File: src/rtl/apb_wait_slave.sv
// apb_wait_slave: APB completer with a DEPTH-word register file, per-transfer wait states and SLVERR on bad addresses.
// Optional macro APB_WAIT_SLAVE_RAND_WAIT_EN: LFSR-driven wait count, capped at WAIT_CYCLES.
module apb_wait_slave #(
    parameter int          DEPTH       = 16,
    parameter logic [31:0] BASE_ADDR   = 32'h0000_0000,
    parameter int          WAIT_CYCLES = 2,
    parameter logic [7:0]  LFSR_SEED   = 8'hA5
) (
    input  logic        Pclk,
    input  logic        Preset,
    input  logic        Psel,
    input  logic        Penable,
    input  logic        Pwrite,
    input  logic [31:0] Paddr,
    input  logic [31:0] Pdata,
    output logic [31:0] Prdata,
    output logic        Pready,
    output logic        Pslverr
);
    localparam int          AW   = (DEPTH > 1) ? $clog2(DEPTH) : 1;
    localparam logic [31:0] SPAN = 32'(DEPTH * 4);
    localparam logic [3:0]  WMAX = 4'(WAIT_CYCLES);

    typedef enum logic {IDLE, ACCESS} state_t;

    state_t          state;
    logic [3:0]      cnt;
    logic            wr_q;
    logic            legal_q;
    logic [31:0]     data_q;
    logic [AW-1:0]   idx_q;
    logic [31:0]     mem [DEPTH];

    logic [31:0]     off;
    logic            setup_legal;
    logic [AW-1:0]   setup_idx;
    logic [3:0]      wait_cnt;

    // Decode is done on the live bus at setup; the result is latched so
    // later bus changes during ACCESS cannot affect the transfer.
    always_comb begin
        off         = Paddr - BASE_ADDR;
        setup_legal = (off < SPAN) && (Paddr[1:0] == 2'b00);
        setup_idx   = off[AW+1:2];
    end

`ifdef APB_WAIT_SLAVE_RAND_WAIT_EN
    logic [7:0] lfsr;

    always_ff @(posedge Pclk) begin
        if (Preset)
            lfsr <= LFSR_SEED;
        else
            lfsr <= {lfsr[6:0], lfsr[7] ^ lfsr[5] ^ lfsr[4] ^ lfsr[3]};
    end

    assign wait_cnt = (lfsr[3:0] < WMAX) ? lfsr[3:0] : WMAX;
`else
    assign wait_cnt = WMAX;
`endif

    always_ff @(posedge Pclk) begin
        if (Preset) begin
            state   <= IDLE;
            cnt     <= 4'd0;
            Pready  <= 1'b0;
            Prdata  <= 32'd0;
            Pslverr <= 1'b0;
            wr_q    <= 1'b0;
            legal_q <= 1'b0;
            data_q  <= 32'd0;
            idx_q   <= '0;
            for (int i = 0; i < DEPTH; i++)
                mem[i] <= 32'd0;
        end else begin
            case (state)
                IDLE: begin
                    if (Psel && !Penable) begin
                        wr_q    <= Pwrite;
                        data_q  <= Pdata;
                        idx_q   <= setup_idx;
                        legal_q <= setup_legal;
                        cnt     <= wait_cnt;
                        Pready  <= (wait_cnt == 4'd0);
                        // Zero-wait transfers present their response straight away.
                        if (wait_cnt == 4'd0) begin
                            Pslverr <= !setup_legal;
                            if (!setup_legal)
                                Prdata <= 32'd0;
                            else if (!Pwrite)
                                Prdata <= mem[setup_idx];
                        end
                        state <= ACCESS;
                    end
                end
                ACCESS: begin
                    if (!Psel) begin
                        state   <= IDLE;
                        cnt     <= 4'd0;
                        Pready  <= 1'b0;
                        Pslverr <= 1'b0;
                    end else if (!Pready) begin
                        if (cnt != 4'd0)
                            cnt <= cnt - 4'd1;
                        Pready <= (cnt == 4'd1);
                        if (cnt == 4'd1) begin
                            Pslverr <= !legal_q;
                            if (!legal_q)
                                Prdata <= 32'd0;
                            else if (!wr_q)
                                Prdata <= mem[idx_q];
                        end
                    end else if (Penable) begin
                        if (wr_q && legal_q)
                            mem[idx_q] <= data_q;
                        state   <= IDLE;
                        cnt     <= 4'd0;
                        Pready  <= 1'b0;
                        Pslverr <= 1'b0;
                    end
                end
                default: state <= IDLE;
            endcase
        end
    end
endmodule

File: config.mk
export PLATFORM = sky130hd
export DESIGN_NAME = apb_wait_slave
export DESIGN_NICKNAME = d
export VERILOG_FILES = /design/src/rtl/apb_wait_slave.sv
export SDC_FILE = /design/constraint.sdc
export NUM_CORES = 1
export LEC_CHECK = 0
export BUFFER_PORTS_ARGS = -buffer_cell sky130_fd_sc_hd__buf_4
export CAP_MARGIN = 20
export CORE_MARGIN = 2
export CORE_UTILIZATION = 25
export CTS_CLUSTER_SIZE = 20
export DETAILED_ROUTE_END_ITERATION = 7
export PLACE_DENSITY = 0.43
export SLEW_MARGIN = 5
export SYNTH_ARGS = -nofsm -noshare
export SYNTH_HDL_FRONTEND = slang
export SYNTH_SLANG_ARGS = --single-unit
File: constraint.sdc
create_clock -name Pclk -period 2.7 [get_ports Pclk]
set_clock_uncertainty 0.2 [all_clocks]
set_input_delay 0.81 -clock Pclk [delete_from_list [all_inputs] [get_ports Pclk]]
set_output_delay 0.81 -clock Pclk [all_outputs]
set_load 0.02 [all_outputs]
Word-level counts from Yosys, hierarchy flattened. Memories as Yosys holds them, arrays and structs flattened. A register that Yosys moved wholly into a read port is not among the register bits. Cells that the tools add are included.

Output and inout bits: 34. Memories kept: 1. Register bits: 77. Input bits: 69. Bits in writable memories: 512.

Add/subtract/negate cells: 1. Bitwise logic cells: 1. Order comparisons: 1. Multiplexer cells: 40. Reductions and logical operators: 12. Equal/unequal tests: 9.

Memories: mem (depth 16, bits a word 32, rd ports 1, clocked after memory_dff 1, wr ports 16, line 32) `logic [31:0] mem [DEPTH];`.

Operators with widths (count): $mux W32 (7); $lt A32 B7 Y1 const B (1); $mux W4 (8); $reduce_or A32 Y1 (1); $mux W1 (22); $ne A4 B3 Y1 const B (2); $pmux W4 S2 (1); $ne A2 B2 Y1 const B (3); $reduce_and A3 Y1 (2); $reduce_and A5 Y1 (1); $eq A4 B1 Y1 const B (1); $ne A4 B4 Y1 const B (1); $pmux W1 S2 (2); $reduce_bool A4 Y1 (1); $sub A4 B1 Y4 const B (1); $logic_and A1 B1 Y1 (3); $ne A3 B3 Y1 const B (1); $logic_not A1 Y1 (2); $logic_not A2 Y1 (1); $ne A2 B1 Y1 const B (1); $reduce_and A2 Y1 (1); $not A1 Y1 (1).

Depth between registers and ports, before layout. Gate-level depths: netlist of the first run.

Word-level depth: 10. Gate-level depth with buffers: 8.

Worst setup path after synthesis of the first run. Ideal clock, no wire load.

Path kind: input-to-reg. Start point: input Preset. End point: memory mem[1][0], enable pin. Setup slack: -0.175 ns. Data arrival time: 2.300 ns. Cell stages on the path: 5. Buffers on the path: 0. Required time: 2.125 ns. Cell sequence: nand2b_4 > nor3_1 > nand3b_1 > nor3_1 > or2_2.

RTL lines: from (decl) (line 10) `input logic Preset,`; to (decl) (line 32).

Final worst setup path of the first run.
Start point: register cnt[1]. End point: register Prdata[31].

Cells in the longest elaborated chain, start to end: 3.

Ends and longest elaborated chain: from (decl) (line 27) `logic [3:0] cnt;`; from (signal assigned) (line 83) `cnt <= wait_cnt;`; from (signal assigned) (line 104) `cnt <= cnt - 4'd1;`; $eq A4 B1 Y1 (line 106) `if (cnt == 4'd1) begin`; $ne A2 B1 Y1 (no source line); $reduce_and A5 Y1 (no source line); to (signal assigned) (line 91) `Prdata <= mem[setup_idx];`; to (signal assigned) (line 111) `Prdata <= mem[idx_q];`; to (decl) (line 16) `output logic [31:0] Prdata,`.

Every way passes these cells. A chain may end at the register's enable or synchronous reset.

==> results of run 1 <==
-- kinds of logic after synthesis --
logic type,after synthesis,synth area share (%)
AO/OA/AOI/OAI,115,2.596
adder cells (fa/ha/maj),2,0.09685
flip-flops,593,65.79
multiplexers,192,13.79
buffers and inverters,146,2.305
XOR/XNOR,3,0.1017
AND/OR/NAND/NOR,666,15.31
-- per-stage QoR --
stage                     hold WS [ns]  setup slack (ns)  instance area, sq um
final                           0.2392            0.1991                 31600
after global routing            0.2150           0.09879                 31600
after CTS                       0.1943         0.0004743                 31580
after detailed placement        0.2784           -0.4309                 29430
after global placement          0.2696           -0.5046                 29430
after floorplan                 0.2786         0.0002347                 25880
-- layout make-up --
cell class | count | share of cell area (%)
flip-flops and latches | 593 | 53.83
multi-input cells | 978 | 26.49
inverters | 4 | 0.04752
repair buffers | 219 | 7.429
well taps | 1368 | 5.417
clock inverters | 30 | 0.9543
clock buffers | 92 | 5.833
-- power breakdown --
| part | switching [mW] | internal [mW] |
|---|---|---|
| registers | 0.217 | 10.2 |
| clock network | 3.77 | 5.29 |
| logic | 0.618 | 0.564 |
| total | 4.61 | 16.1 |
-- worst max-delay path, cell delays in order, from the launching register on --
cell     delay, ns
dfxtp_1       0.31
inv_1         0.10
ha_1          0.16
or3b_4        0.40
or3_4         0.37
or4_4         0.45
buf_4         0.24
o21ai_0       0.18
-- metal layers --
metal	GRT usage [%]	up-vias	wire, microns
met3	2.476	99	2596
met4	3.366	0	1509
met5	0	-	0
met2	24.65	258	37980
met1	18.05	7448	31960
li1	-	6578	-
-- worst min path at each step --
stage               startpoint  depth (start not counted)          to  slack, ns
floorplan               cnt[1]                          2      cnt[1]       0.28
global placement       Pslverr                          2     Pslverr       0.27
detailed placement     Pslverr                          2     Pslverr       0.28
CTS                  Pdata[25]                          3  data_q[25]       0.19
global route         Pdata[16]                          3  data_q[16]       0.22
finish               Pdata[29]                          3  data_q[29]       0.24
-- state kept, by name, indices dropped and copies added (netlist names), named ones only --
| register | count |
|---|---|
| cnt | 4 |
| Pready | 1 |
| Pslverr | 1 |
| idx_q | 4 |
| data_q | 32 |
| Prdata | 32 |
| legal_q | 1 |
| mem | 512 |
| state | 1 |
| wr_q | 1 |
-- layout by cell type, fill, tap and decap left out, types with 3 or more instances in the layout --
cell type / instances
or2_4: 16
nand2_1: 79
buf_12: 55
inv_6: 5
nand2b_1: 3
mux4_2: 128
clkbuf_16: 69
nor2_2: 10
clkbuf_1: 20
and2_1: 513
nor3_4: 3
dfxtp_1: 78
o21ai_0: 7
mux2_2: 32
nand3_1: 4
bufinv_16: 5
buf_4: 160
nor2_1: 11
buf_6: 4
dfxtp_4: 3
inv_1: 4
mux2i_1: 32
edfxtp_1: 512
o21ai_1: 30
clkbuf_8: 3
nor4_1: 7
nand3b_1: 3
clkinv_1: 7
a21oi_1: 39
a22oi_1: 31
nor3_1: 3
clkinv_2: 10
==> out/results.tsv, run 1 <==
metric	value	unit
status	complete, no violations	
Placed Cells	3162	
WL final	74.05	mm
synthesized instance count	1717	
first-pass GRT wire length	108.9	mm
setup TNS	0	ns
Synth Warn #	0	
FMAX	0.3999	GHz
Slew @ Worst Pin	0.8376	ns
area leader, netlist	edfxtp_1	
layout cells sized above 1	27.09	%
Worst-path clk slew	0.06	ns
DRC Markers	0	
Cell Pwr Density	654.3	mW/mm^2
multi-input logic area	0.008372	sq mm
Final setup viols	0	
fin. max-slew vios	0	
Finished Core Util	30.92	%
Synth cell types	44	
hold bufs inserted after CTS	0	
nets	1934	
Rows	117	
IO Count	103	
die width	325.5	microns
HP Class	input pin to register	
R2R depth	7	
CTS Sinks	593	
VDD IR max	0.0003386	V
routability cong.	0.7464	
vias in the first global route	15380	
ys flop type	edfxtp_1	
Worst-Skew Late Latency	0.61	ns
diode count	0	
crit end category	register	
Worst EP required	3.04	ns
CP startpoint	cnt[1]	
effective utilization at floorplan	25.28	%
HPWL Detailed	48.05	mm
total track usage	14.09	%
unrepaired setup endpoints after global routing	false	
cts bufs inserted	67	
H-tree depth	3	
most frequent cell after synthesis	and2_1	
drt first-iter violations	1046	
CTS root buf	clkbuf_16	
Max clock buf depth	3	
pin count of the biggest net entering global routing	60	
first-pass detailed-route iteration total	5	
post-route ant nets	0	
Fillers	10140	
Synth Cell Area	0.02583	sq mm
EDFF count, synth	512	
CP arrival	2.84	ns
critical path type	register to register	
vias post-DR	14380	
CTS tree	built	
Vias/cell	4.380	
CP Capture Point	Prdata[31]	
post-CTS setup buffers	0	
reg-to-reg startpoint	cnt[1]	
synthesized flop and latch total	593	
core area	0.1022	sq mm
Register Area	0.01701	sq mm
fraction of registers with async set/reset	0	%
Rel. slew slack	44.16	%
terminus of the critical flop-to-flop path	Prdata[31]	
initial antenna violation count	2	
Die Y	325.5	microns
P&R area growth vs syn	22.31	%
top cell type's share of synthesized area	59.51	%
post-CTS sizing	0	
Port Buf Inserts	102	
Leakage	11.05	nW
minimum clock period	2.501	ns
Final Power	20.68	mW
gr ovfl total	0	
sequential fraction of the synthesis area	65.79	%
R2R Setup Slk	0.20	ns
top cells by area, synth	edfxtp_1 60%, and2_1 12%, mux4_2 11%, dfxtp_1 6.3%, clkbuf_1 1.7%	
Worst Setup Start Kind	register	
syn_area_per_cell	15.05	sq um
most instantiated cells after synthesis	513 x and2_1, 512 x edfxtp_1, 128 x mux4_2, 120 x clkbuf_1, 81 x dfxtp_1	
MaxCap Viol Count	0	
die area	0.1059	sq mm
maximum fanout along the worst path	15	
syn_nets	1788	
Tcrit/Tclk final	92.63	%
Final Non-Filler Cells	3284	
drt wl/cell	22.55	microns
Final Hold Viols	0	
Power figures use the tool's default switching activity.
==> inputs of run 2 (changes only) <==
--- a/config.mk
+++ b/config.mk
@@ -5,6 +5,7 @@
 export SDC_FILE = /design/constraint.sdc
 export NUM_CORES = 1
 export LEC_CHECK = 0
+export ABC_AREA = 1
 export BUFFER_PORTS_ARGS = -buffer_cell sky130_fd_sc_hd__buf_4
 export CAP_MARGIN = 20
 export CORE_MARGIN = 2
==> run 2 against run 1 <==
Via count is 42% higher. Clock-buffer cell count up 17. Cell area up 3.6%. Non-clock buffer count did not move. Worst hold slack barely moved. Wire length is 22% higher. Sequential power about the same. Worst setup slack improved by 0.20 ns. Die area increased by 5.3%. Area after synthesis rose by 5.4%.
==> out/results.tsv, run 2 <==
metric	value	unit
status	complete, no violations	
Slew @ Worst Pin	0.7717	ns
XOR/XNOR Fraction of Synth Area	0	%
fraction of registers with async set/reset	0	%
diode count	0	
Finished Core Util	30.20	%
DRC Markers	0	
unrepaired setup endpoints after global routing	false	
total track usage	16.22	%
Vias/cell	4.394	
Rel. slew slack	48.23	%
H-tree depth	3	
most used cell, CP	buf_4	
gr ovfl total	0	
minimum clock period	2.301	ns
Worst-path clk slew	0.06	ns
layout cells sized above 1	11.16	%
top cell type's share of synthesized area	56.48	%
first-pass detailed-route iteration total	5	
pin count of the biggest net entering global routing	117	
MaxCap Viol Count	0	
crit end category	register	
die width	334.0	microns
drt wl/cell	19.46	microns
DP Area	0.03049	sq mm
post-route cell area	0.03273	sq mm
fin. max-slew vios	0	
maximum fanout along the worst path	32	
Synth cell types	25	
critical path type	register to register	
synthesized flop and latch total	593	
Worst Setup Start Kind	register	
P&R area growth vs syn	20.25	%
Placed Cells	4518	
ys flop type	edfxtp_1	
simple-gate share of the synthesized area	25.80	%
Leakage	13.24	nW
WL final	90.45	mm
Port Buf Inserts	102	
Die Y	334.0	microns
VDD IR max	0.0003896	V
Worst EP required	2.83	ns
syn_area_per_cell	8.798	sq um
FMAX	0.4346	GHz
synthesized instance count	3094	
post-route ant nets	0	
Rows	121	
CP peak stage delay	0.57	ns
syn_nets	3165	
routability cong.	0.7715	
Final setup viols	0	
cell family contributing the most delay on the critical path	buffers and inverters	
Largest regs	mem (512), Prdata (32), data_q (32)	
Cell Pwr Density	667.1	mW/mm^2
Setup WS pre-CTS	-0.1217	ns
nets	3248	
mux cell area share after synthesis	0	%
CP arrival	2.43	ns
main combinational cell family by area after synthesis	simple AND/OR/NAND/NOR gates	
final worst slack	0.3991	ns
Most flops, register	mem	
initial antenna violation count	0	
Worst-Skew Late Latency	0.61	ns
top cells by area, synth	edfxtp_1 56%, nand2_1 11%, nor2_1 7.4%, nand3_1 7.2%, dfxtp_1 6.0%	
vias in the first global route	20060	
first-pass GRT wire length	134.4	mm
setup TNS	0	ns
post-CTS sizing	0	
R2R Setup Slk	0.40	ns
effective utilization at floorplan	25.11	%
sequential fraction of the synthesis area	62.44	%
hold bufs inserted after CTS	0	
Synth Cell Area	0.02722	sq mm
cts bufs inserted	71	
EDFF count, synth	512	
IO Count	103	
HP Class	register to register	
max reg flops	512	
most frequent cell after synthesis	nand2_1	
Buf/Inv on CP	4	
Synth Area in Adders	0.09193	%
post-CTS setup buffers	0	
Worst path slowest cell	buf_4	
crit path cell chain	inv_1, nor3_1, nand2_1, buf_4, nor3_2, buf_4, nand2_2, buf_4, nor2_1	
CTS Sinks	593	
CTS root buf	clkbuf_16	
drt first-iter violations	1625	
core area	0.1084	sq mm
commonest cells after routing, fill and taps aside	755 x nand2_1, 540 x nor2_1, 512 x edfxtp_1	
Max clock buf depth	3	
Compound-Gate Fraction of Synth Area	2.206	%
Final Non-Filler Cells	4648	
most instantiated cells after synthesis	781 x nand2_1, 540 x nor2_1, 512 x edfxtp_1, 411 x inv_1, 391 x nand3_1	
Final Hold Viols	0	
HPWL Detailed	53.76	mm
area leader, netlist	edfxtp_1	
CTS tree	built	
vias post-DR	20430	
Tcrit/Tclk final	85.22	%
die area	0.1115	sq mm
Synth Warn #	0	
leading cell type in the layout, fill and taps excluded	nand2_1	
run 2: path summary, 6_finish.rpt:
path | from | endpoint | depth (start not counted)
hold reg to reg | data_q[31] | data_q[31] | 2
setup reg to reg | legal_q | mem[10][10] | 9
setup / recovery | legal_q | mem[10][10] | 9
hold / removal | data_q[31] | data_q[31] | 2
run 2: logic make-up (layout without fill, tap and decap cells):
family | count (synthesis) | after routing
flip-flops | 593 | 593
buffers and inverters | 653 | 793
AND/OR/NAND/NOR | 1727 | 1727
adder cells (fa/ha/maj) | 2 | 2
AO/OA/AOI/OAI | 119 | 119
run 2: routing by layer:
layer,GRT usage (%),part of all wire [%],up-vias
met2,25.70,45,509
met4,3.853,1.9,0
met5,0,0,-
li1,-,-,9949
met3,2.719,5.3,114
met1,23.01,47,9853
run 2: where the power goes:
group | total (mW) | leakage [nW] | internal, mW | switching, mW
logic | 2.09 | 6.20 | 0.622 | 1.47
registers | 10.3 | 5.95 | 10.2 | 0.110
clock network | 9.41 | 1.09 | 5.51 | 3.90
run 2: area by class of cell:
| class | count | area [sq um] |
|---|---|---|
| clock buffers | 109 | 2042 |
| inverters | 444 | 1678 |
| well taps | 1414 | 1769 |
| multi-input cells | 1848 | 7754 |
| flip-flops and latches | 593 | 17010 |
| clock inverters | 21 | 198.9 |
| repair buffers | 219 | 2282 |
| fillers | 11450 | 75670 |
run 2: per-stage QoR:
step | hold WS (ns) | power, mW
floorplan | 0.2509 | 11.64
global placement | 0.2334 | 12.64
detailed placement | 0.2359 | 12.64
CTS | 0.2438 | 22.09
global route | 0.2642 | 22.63
finish | 0.2388 | 21.84
run 2: tightest hold or removal path, delay by kind of cell (launching register included):
family,cells,cell delay (ns)
flip-flops,1,0.30
buffers and inverters,1,0.05
AO/OA/AOI/OAI,1,0.05
==> inputs of run 3 (changes only) <==
--- a/config.mk
+++ b/config.mk
@@ -12,6 +12,7 @@
 export CORE_UTILIZATION = 25
 export CTS_CLUSTER_SIZE = 20
 export DETAILED_ROUTE_END_ITERATION = 7
+export MAX_ROUTING_LAYER = met4
 export PLACE_DENSITY = 0.43
 export SLEW_MARGIN = 5
 export SYNTH_ARGS = -nofsm -noshare
==> run 3 against run 2 <==
Register-to-register slack got worse by 0.02 ns. Maximum frequency fell by 0.79%. Worst hold slack improved by 0.00058 ns. Die area did not move. First-iteration DRC count fell by 0.86%. Worst setup slack got worse by 0.018 ns. Sequential power barely moved. Power barely moved. Sequential cell count did not move. Wire length barely moved. Cell area barely moved. Largest power group unchanged.
==> out/results.tsv, run 3 (synthesized netlist as in run 2, its figures left out) <==
metric	value	unit
die area	0.1115	sq mm
unrepaired setup endpoints after global routing	false	
FMAX	0.4312	GHz
MaxCap Viol Count	0	
drt wl/cell	19.47	microns
Rel. slew slack	48.88	%
status	complete, no violations	
max reg flops	512	
fin. max-slew vios	0	
drt first-iter violations	1611	
vias post-DR	20370	
first-pass detailed-route iteration total	5	
IO Count	103	
vias in the first global route	20040	
HP Class	register to register	
minimum clock period	2.319	ns
DRC Markers	0	
GR Layer Usage met1	23.06	%
Tcrit/Tclk final	85.89	%
VDD IR max	0.0003894	V
critical path type	register to register	
cell family contributing the most delay on the critical path	buffers and inverters	
H-tree depth	3	
post-route cell area	0.03274	sq mm
Buf/Inv on CP	4	
P&R area growth vs syn	20.26	%
commonest cells after routing, fill and taps aside	755 x nand2_1, 540 x nor2_1, 512 x edfxtp_1	
Worst-Skew Late Latency	0.61	ns
Final Power	21.84	mW
leading cell type in the layout, fill and taps excluded	nand2_1	
met2 Usage GRT	25.67	%
post-CTS setup buffers	0	
Worst path slowest cell	buf_4	
WL final	90.53	mm
met3 Track Usage GR	2.685	%
nets	3248	
Vias/cell	4.382	
cts bufs inserted	71	
CP arrival	2.45	ns
crit end category	register	
core area	0.1084	sq mm
CTS Sinks	593	
most used cell, CP	buf_4	
layout cells sized above 1	11.16	%
initial antenna violation count	0	
crit path cell chain	inv_1, nor3_1, nand2_1, buf_4, nor3_2, buf_4, nand2_2, buf_4, nor2_1	
Slew @ Worst Pin	0.7621	ns
CP peak stage delay	0.57	ns
Max clock buf depth	3	
routability cong.	0.7819	
post-CTS sizing	0	
pin count of the biggest net entering global routing	117	
first-pass GRT wire length	134.4	mm
maximum fanout along the worst path	32	
Port Buf Inserts	102	
Worst Setup Start Kind	register	
die width	334.0	microns
setup TNS	0	ns
Final setup viols	0	
Final Hold Viols	0	
Top Usage Layer GRT	met2	
Setup WS pre-CTS	-0.1217	ns
total track usage	16.70	%
HPWL Detailed	53.76	mm
hold bufs inserted after CTS	0	
Rows	121	
Die Y	334.0	microns
DP Area	0.03049	sq mm
Worst EP required	2.83	ns
effective utilization at floorplan	25.11	%
Worst-path clk slew	0.06	ns
final worst slack	0.3808	ns
CTS tree	built	
gr ovfl total	0	
Largest regs	mem (512), Prdata (32), data_q (32)	
Most flops, register	mem	
post-route ant nets	0	
Cell Pwr Density	667.1	mW/mm^2
Leakage	13.24	nW
CTS root buf	clkbuf_16	
## run 3: final cells by class
class / instances / area, sq um
clock inverters: 21 / 198.9
flip-flops and latches: 593 / 17010
repair buffers: 219 / 2282
diodes: 1 / 2.502
clock buffers: 109 / 2042
multi-input cells: 1848 / 7754
fillers: 11450 / 75660
well taps: 1414 / 1769
inverters: 444 / 1678
## run 3: per-stage QoR
step,util (%),std cells,hold slack (ns)
finish,30.20,4649,0.2393
global route,30.20,4648,0.2642
CTS,30.20,4648,0.2438
detailed placement,28.13,4518,0.2359
global placement,28.13,4518,0.2334
floorplan,-,3094,0.2509
## run 3: where the power goes
part	switching, mW	internal, mW	total, mW
Sequential	0.110	10.2	10.3
Combinational	1.47	0.622	2.09
Clock	3.90	5.51	9.41
Total	5.48	16.4	21.8
## run 3: routing by layer
layer / part of all wire (%) / wire (microns) / vias to the layer above
met3: 5.6 / 5099 / 130
met2: 45 / 40890 / 530
met5: 0 / 0 / -
li1: - / - / 9954
met1: 47 / 42750 / 9759
met4: 2.0 / 1789 / 0
## run 3: worst paths after layout
check,start,end,slack [ns],cells after the start
min reg2reg,data_q[31],data_q[31],0.24,2
max reg2reg,legal_q,mem[10][10],0.38,9
min,data_q[31],data_q[31],0.24,2
max,legal_q,mem[10][10],0.38,9
## run 3: worst min-delay path, stage by stage (launching register included)
cell and delay, ns:
dfxtp_1 0.30, clkinv_1 0.05, a21oi_1 0.05
